## src/rtl/rst_n_seq_pkg.sv

```systemverilog
// Shared types and helpers for the reset sequencer: FSM state encoding and
// the counter width needed to cover both the hold and the timeout intervals.
package rst_n_seq_pkg;

    typedef enum logic [1:0] {
        S_HOLD = 2'd0,
        S_WAIT = 2'd1,
        S_DONE = 2'd2,
        S_ERR  = 2'd3
    } seq_state_t;

    // One spare bit above the larger interval so the counter can never wrap.
    function automatic int cnt_width(input int hold_cycles, input int timeout_cycles);
        int longest;
        longest = (hold_cycles > timeout_cycles) ? hold_cycles : timeout_cycles;
        return $clog2(longest) + 1;
    endfunction

endpackage

```

## src/rtl/rst_n_sequencer.sv

```systemverilog
// Releases downstream stage resets one at a time in ascending order, holding each
// for HOLD_CYCLES and waiting for its init-done ack, with timeout and software restart.
module rst_n_sequencer
    import rst_n_seq_pkg::*;
#(
    parameter int NUM_STAGES     = 4,
    parameter int HOLD_CYCLES    = 16,
    parameter int TIMEOUT_CYCLES = 1024,
    localparam int AW = (NUM_STAGES > 1) ? $clog2(NUM_STAGES) : 1
) (
    input  logic                  clk,
    input  logic                  async_rst_n,
    input  logic                  sw_rst_req,
    input  logic [NUM_STAGES-1:0] stage_done,
    output logic [NUM_STAGES-1:0] stage_rst_n,
    output logic [AW-1:0]         active_stage,
    output logic                  seq_done,
    output logic                  timeout_err
);

    localparam int CW = cnt_width(HOLD_CYCLES, TIMEOUT_CYCLES);
    localparam logic [CW-1:0] HOLD_LAST  = CW'(HOLD_CYCLES - 1);
    localparam logic [CW-1:0] TMO_LAST   = CW'(TIMEOUT_CYCLES - 1);
    localparam logic [AW-1:0] LAST_STAGE = AW'(NUM_STAGES - 1);

    if (NUM_STAGES < 1) begin : g_bad_num_stages
        $error("rst_n_sequencer: NUM_STAGES must be >= 1");
    end
    if (HOLD_CYCLES < 1) begin : g_bad_hold
        $error("rst_n_sequencer: HOLD_CYCLES must be >= 1");
    end
    if (TIMEOUT_CYCLES < 2) begin : g_bad_timeout
        $error("rst_n_sequencer: TIMEOUT_CYCLES must be >= 2");
    end

    seq_state_t            state, state_nxt;
    logic [CW-1:0]         cnt, cnt_nxt;
    logic [NUM_STAGES-1:0] rst_nxt;
    logic [AW-1:0]         act_nxt;
    logic                  done_nxt;
    logic                  err_nxt;
    logic                  ack;

    assign ack = stage_done[active_stage];

    always_ff @(posedge clk or negedge async_rst_n) begin
        if (!async_rst_n) begin
            state        <= S_HOLD;
            cnt          <= '0;
            stage_rst_n  <= '0;
            active_stage <= '0;
            seq_done     <= 1'b0;
            timeout_err  <= 1'b0;
        end else begin
            state        <= state_nxt;
            cnt          <= cnt_nxt;
            stage_rst_n  <= rst_nxt;
            active_stage <= act_nxt;
            seq_done     <= done_nxt;
            timeout_err  <= err_nxt;
        end
    end

    always_comb begin
        state_nxt = state;
        cnt_nxt   = cnt;
        case (state)
            S_HOLD: begin
                if (cnt == HOLD_LAST) begin
                    state_nxt = S_WAIT;
                    cnt_nxt   = '0;
                end else begin
                    cnt_nxt = cnt + CW'(1);
                end
            end
            S_WAIT: begin
                if (ack) begin
                    state_nxt = (active_stage == LAST_STAGE) ? S_DONE : S_HOLD;
                    cnt_nxt   = '0;
                end else if (cnt == TMO_LAST) begin
                    state_nxt = S_ERR;
                    cnt_nxt   = '0;
                end else begin
                    cnt_nxt = cnt + CW'(1);
                end
            end
            default: ;
        endcase
        // A restart request overrides any release, ack or timeout in the same cycle.
        if (sw_rst_req) begin
            state_nxt = S_HOLD;
            cnt_nxt   = '0;
        end
    end

    always_comb begin
        rst_nxt  = stage_rst_n;
        act_nxt  = active_stage;
        done_nxt = seq_done;
        err_nxt  = timeout_err;
        case (state)
            S_HOLD: begin
                if (cnt == HOLD_LAST) rst_nxt[active_stage] = 1'b1;
            end
            S_WAIT: begin
                if (ack) begin
                    if (active_stage == LAST_STAGE) done_nxt = 1'b1;
                    else                            act_nxt  = active_stage + AW'(1);
                end else if (cnt == TMO_LAST) begin
                    err_nxt = 1'b1;
                    rst_nxt = '0;
                end
            end
            S_DONE: begin
                rst_nxt  = '1;
                done_nxt = 1'b1;
            end
            S_ERR: begin
                rst_nxt  = '0;
                err_nxt  = 1'b1;
                done_nxt = 1'b0;
            end
            default: ;
        endcase
        if (sw_rst_req) begin
            rst_nxt  = '0;
            act_nxt  = '0;
            done_nxt = 1'b0;
            err_nxt  = 1'b0;
        end
    end

endmodule

```

## config.mk

```make
export PLATFORM = sky130hd
export DESIGN_NAME = rst_n_sequencer
export DESIGN_NICKNAME = d
export VERILOG_FILES = /design/src/rtl/rst_n_seq_pkg.sv /design/src/rtl/rst_n_sequencer.sv
export SDC_FILE = /design/constraint.sdc
export NUM_CORES = 1
export LEC_CHECK = 0
export ABC_AREA = 1
export CAP_MARGIN = 20
export CORE_MARGIN = 5
export CORE_UTILIZATION = 50
export DETAILED_ROUTE_END_ITERATION = 6
export PLACE_DENSITY = 0.77
export SETUP_SLACK_MARGIN = 0.3
export SYNTH_ARGS = -nofsm -noshare
export SYNTH_HDL_FRONTEND = slang
export SYNTH_SLANG_ARGS = --single-unit
```

## constraint.sdc

```tcl
create_clock -name clk -period 1.5 [get_ports clk]
set_clock_uncertainty 0.15 [all_clocks]
set_input_delay 0.45 -clock clk [delete_from_list [all_inputs] [get_ports clk]]
set_output_delay 0.45 -clock clk [all_outputs]
set_load 0.05 [all_outputs]
```

# Word-level counts from Yosys, hierarchy flattened
# Index checks and enable logic that the tools add are counted.
[word_totals] reg_bits=21 in_bits=7 output_inout_bits=8 elab_cells=68
[classes] n_addsub=2 order_cmp=2 n_eq_ne=13 muxes=32 n_bitwise=1 reduce_logical=12
[op_table] op="$mux W11" n=4
[op_table] op="$pmux W11 S2" n=1
[op_table] op="$mux W2" n=9
[op_table] op="$mux W4" n=4
[op_table] op="$pmux W4 S4" n=1
[op_table] op="$ne A3 B3 Y1 const B" n=5
[op_table] op="$reduce_and A3 Y1" n=5
[op_table] op="$add A11 B1 Y11 const B" n=1
[op_table] op="$eq A11 B10 Y1 const B" n=1
[op_table] op="$eq A11 B4 Y1 const B" n=1
[op_table] op="$mux W1" n=8
[op_table] op="$eq A2 B2 Y1 const B" n=3
[op_table] op="$reduce_bool A3 Y1" n=2
[op_table] op="$ne A4 B4 Y1 const B" n=1
[op_table] op="$or A4 B4 Y4" n=1
[op_table] op="$pmux W2 S2" n=1
[op_table] op="$reduce_bool A2 Y1" n=2
[op_table] op="$reduce_bool A4 Y1" n=1
[op_table] op="$lt A2 B3 Y1 const B" n=1
[op_table] op="$pmux W1 S3" n=1
[op_table] op="$add A2 B1 Y2 const B" n=1
[op_table] op="$bmux W1 S2" n=1
[op_table] op="$demux W1 S2" n=1
[op_table] op="$eq A2 B1 Y1 const B" n=1
[op_table] op="other kinds (5)" n=5

# Logic depth before layout (Yosys ltp)
[depth] word_depth=8 mapped_depth=11 mapped_depth_nobuf=11

# Worst setup path before layout
# No wires, ideal clock.
[synth_path] path_kind="flip-flop to flip-flop" startpoint="register active_stage[0]" endpoint="register stage_rst_n[0]" setup_time_ps=119 arrival_ps=1544 required_time_ps=1231 path_slack_ps=-313 stages_incl_launch_ff=12 path_buffers=0 synth_period_minus_slack_ps=1813 cell_sequence="dfrtp_1 inv_2 nand2_1 nand3_1 nand2_2 inv_2 nand2_1 nand2_1 inv_2 nand2_2 nand2_1 nand2_1"
[synth_via] elab_chain_cells=8 word_cells_on_any_way=13 cone_classes="2 x order compare; 1 x eq/ne; 7 x mux; 1 x bitwise; 2 x reduce/logical"
[synth_rtl] item="from (decl)" line="rst_n_sequencer.sv:16" rtl="output logic [AW-1:0] active_stage,"
[synth_rtl] item="from (signal assigned)" line="rst_n_sequencer.sv:58" rtl="active_stage <= act_nxt;"
[synth_rtl] item="$lt A2 B3 Y1 (implied by the code) / $ge A2 B1 Y1 (equally long branches)" line="rst_n_sequencer.sv:103" rtl="if (cnt == HOLD_LAST) rst_nxt[active_stage] = 1'b1;"
[synth_rtl] item="$logic_and A1 B1 Y1 (implied by the code)" line="rst_n_sequencer.sv:103"
[synth_rtl] item="$mux W1 (implied by the code)" line="rst_n_sequencer.sv:103"
[synth_rtl] item="$demux W1 S2" line="rst_n_sequencer.sv:103"
[synth_rtl] item="$or A4 B4 Y4 (no line)"
[synth_rtl] item="$mux W4" line="rst_n_sequencer.sv:103"
[synth_rtl] item="$pmux W4 S4" line="rst_n_sequencer.sv:101" rtl="case (state)"
[synth_rtl] item="$mux W4" line="rst_n_sequencer.sv:125" rtl="if (sw_rst_req) begin"
[synth_rtl] item="to (signal assigned)" line="rst_n_sequencer.sv:57" rtl="stage_rst_n <= rst_nxt;"
[synth_rtl] item="to (decl)" line="rst_n_sequencer.sv:15" rtl="output logic [NUM_STAGES-1:0] stage_rst_n,"
# Parallel ways exist; a longest one is shown, timed or not. The select of a mux whose other input is x is not followed.
# A chain may end at the register's enable or synchronous reset.

# Worst setup path after layout
# Ends and elaborated chain as after synthesis.

==> results_dict.tcl <==
set metrics [dict create \
    wl_um 6570 \
    cts_buffers 3 \
    path_buf_inv 3 \
    crit_arrival_ns 1.81 \
    path_class "reg2reg" \
    wl_per_cell_um 22.58 \
    grt_remaining_overflow 0 \
    pwr-share-comb 0.686 \
    postCtsHoldBufs 0 \
    power.density_nw_per_um2 1579 \
    area_growth_syn_to_layout_pct 71.40 \
    start_util 0.5185 \
    portBuffers 14 \
    grt_max_degree 22 \
    whs_ns 0.3017 \
    ctsLongestPathBuffers 2 \
    p_seq_frac 0.232 \
    p_total_mw 3.838 \
    p_switching_mw 1.894 \
    ys_seq_area_frac 0.3707 \
    switching_share 0.4936 \
    dp.cells 265 \
    htreeDepth 1 \
    start_kind "flop" \
    hp-class "in2async" \
    avgSynthCellArea_um2 7.196 \
    worstPathCellList "buf_6 > nand2_2 > nand3_2 > nand2_4 > inv_2 > nand2_2 > nand2_4 > inv_6 > nand2_4 > nand2_2 > nand2_1" \
    final_common_cell "nand2_1" \
    setup_viol 29 \
    p_clk_frac 0.081 \
    synth_edf_count 0 \
    end_kind "flop" \
    violations "setup timing" \
    dr.pass1.iters 5 \
    design.core.area_um2 2734 \
    grt_pass1_vias 1738 \
    dieHeight_um 63.25 \
    grt_use_total 0.2517 \
    ir_drop_mv 1.832 \
    cts_tree "built" \
    max_freq_mhz 577.4 \
    p_leak_nw 1.157 \
    drive_gt1_frac 0.5615 \
    fin_area_um2 2430 \
    rsz0062_at_grt "true" \
    routabilityCongestion 0.8930 \
    grt_pass1_wl_um 8031 \
    fin_util 0.8888 \
    crit_path_max_fanout 6 \
    synth-main-ff-cell "dfrtp_1" \
    slew_violations 0 \
    stdcell_count 291 \
    antenna_left 0 \
    vias_per_cell 6.326 \
    syn_area_um2 1418 \
    period_needed_ns 1.732 \
    worst_pin_slew_ns 0.3244 \
    io_pins 15 \
    multi_input_area_um2 1096 \
    maxCapViolCount 0 \
    syn_nets 209 \
    hold_viol_final 0 \
    rows 19 \
    netlist_instances 197 \
    finalSetupTns_ns -4.238 \
    async_reset_ff_frac 1.000 \
    drc 0 \
    ys_types 25 \
    yosys_warnings 0 \
    min_period_over_period 1.155 \
    relSlewSlack 0.7821 \
    clock_latency_ns 0.33 \
    cp.required_ns 1.58 \
    regArea_um2 534.3 \
    nets 273 \
    cp_slowest_cell "dfrtp_2" \
    final_cell_mix "39 x nand2_1, 32 x buf_4, 14 x nand2_2, 14 x nor2_1, 14 x dfrtp_1" \
    postPlaceCellArea_um2 1886 \
    pre_cts_ws_ns -0.4217 \
    status "finished, violations left" \
    cpPeakStageDelay_ns 0.48 \
    n_antenna_cell 0 \
    path_delay_family "simple AND/OR/NAND/NOR gates" \
    fp.dieW_um 63.25 \
    post-dp-hpwl_um 2829 \
    root_buffer "clkbuf_4" \
    power.internal_mw 1.943 \
    ys_ff_latch 21 \
    cts_sinks 21 \
    clk_pin_slew_ns 0.14 \
    fin_ws_ns -0.2318 \
    antenna_found_initial 0 \
    dieArea_um2 4000 \
    first_iter_violations 268 \
    fill_cells 116 \
    route.vias.total 1841 \
]
-- cells by family after synthesis --
kind of cell	after synthesis	synth area share
AO/OA/AOI/OAI	17	0.06707
XOR/XNOR	5	0.03089
adder cells (fa/ha/maj)	5	0.04413
buffers and inverters	26	0.07238
flip-flops	21	0.3707
AND/OR/NAND/NOR	123	0.4148
-- power groups by stage --
stage | Clock (mW) | Combinational, mW | Sequential, mW
final | 0.312 | 2.63 | 0.892
after global routing | 0.337 | 2.75 | 0.904
after CTS | 0.295 | 2.10 | 0.844
after detailed placement | 0 | 1.70 | 0.873
after global placement | 0 | 1.65 | 0.868
after floorplan | 0 | 0.661 | 1.12
-- sequential cells by signal, indices dropped and copies added, names as in the netlist --
signal and flops:
state 2, cnt 11, active_stage 2, timeout_err 1
seq_done 1, stage_rst_n 4
-- layer usage --
layer,track usage,vias to the layer above,share of wire
li1,-,754,-
met1,0.2717,868,0.35
met2,0.4538,164,0.47
met3,0.03375,55,0.091
met4,0.1610,0,0.082
met5,0,-,0
-- final timing paths --
| check | startpoint | endpoint | slack [ns] | cells past startpoint |
|---|---|---|---|---|
| setup / recovery | active_stage[0] | stage_rst_n[0] | -0.23 | 11 |
| hold reg to reg | seq_done | seq_done | 0.47 | 2 |
| max in group asynchronous | async_rst_n | active_stage[1] | 0.74 | 2 |
| setup reg to reg | active_stage[0] | stage_rst_n[0] | -0.23 | 11 |
| min in group clk | seq_done | seq_done | 0.47 | 2 |
| hold / removal | async_rst_n | cnt[7] | 0.30 | 2 |
-- synthesized netlist by cell type (5+ instances only) --
cell type,n,share of area
inv_1,18,0.048
xor2_1,5,0.031
nand2_1,57,0.15
nor3_1,6,0.021
nand3_1,20,0.071
dfrtp_1,21,0.37
inv_2,5,0.013
o21ai_0,9,0.032
nand2_2,6,0.026
nor2_1,20,0.053
ha_1,5,0.044
-- cell type report --
| type | instances | area share |
|---|---|---|
| Multi-Input combinational cell | 150 | 0.4511 |
| Inverter | 26 | 0.04789 |
| Clock inverter | 1 | 0.002060 |
| Sequential cell | 21 | 0.2199 |
| Timing Repair Buffer | 59 | 0.2539 |
| Tap cell | 31 | 0.01596 |
| Clock buffer | 3 | 0.009269 |
-- repair_timing --
action                                  4_1_cts  5_1_grt
pin swaps                                    18       15
endpoints found under the setup margin       29       29
setup buffers                                16        6
resized for setup                            62       38
-- worst register-to-register path: cells and delay by family (launching register included) --
kind / cells / cell delay, ns
simple gates: 8 / 0.70
flops: 1 / 0.48
buf+inv: 3 / 0.31
Note: power is estimated with default switching activity, not from simulation.
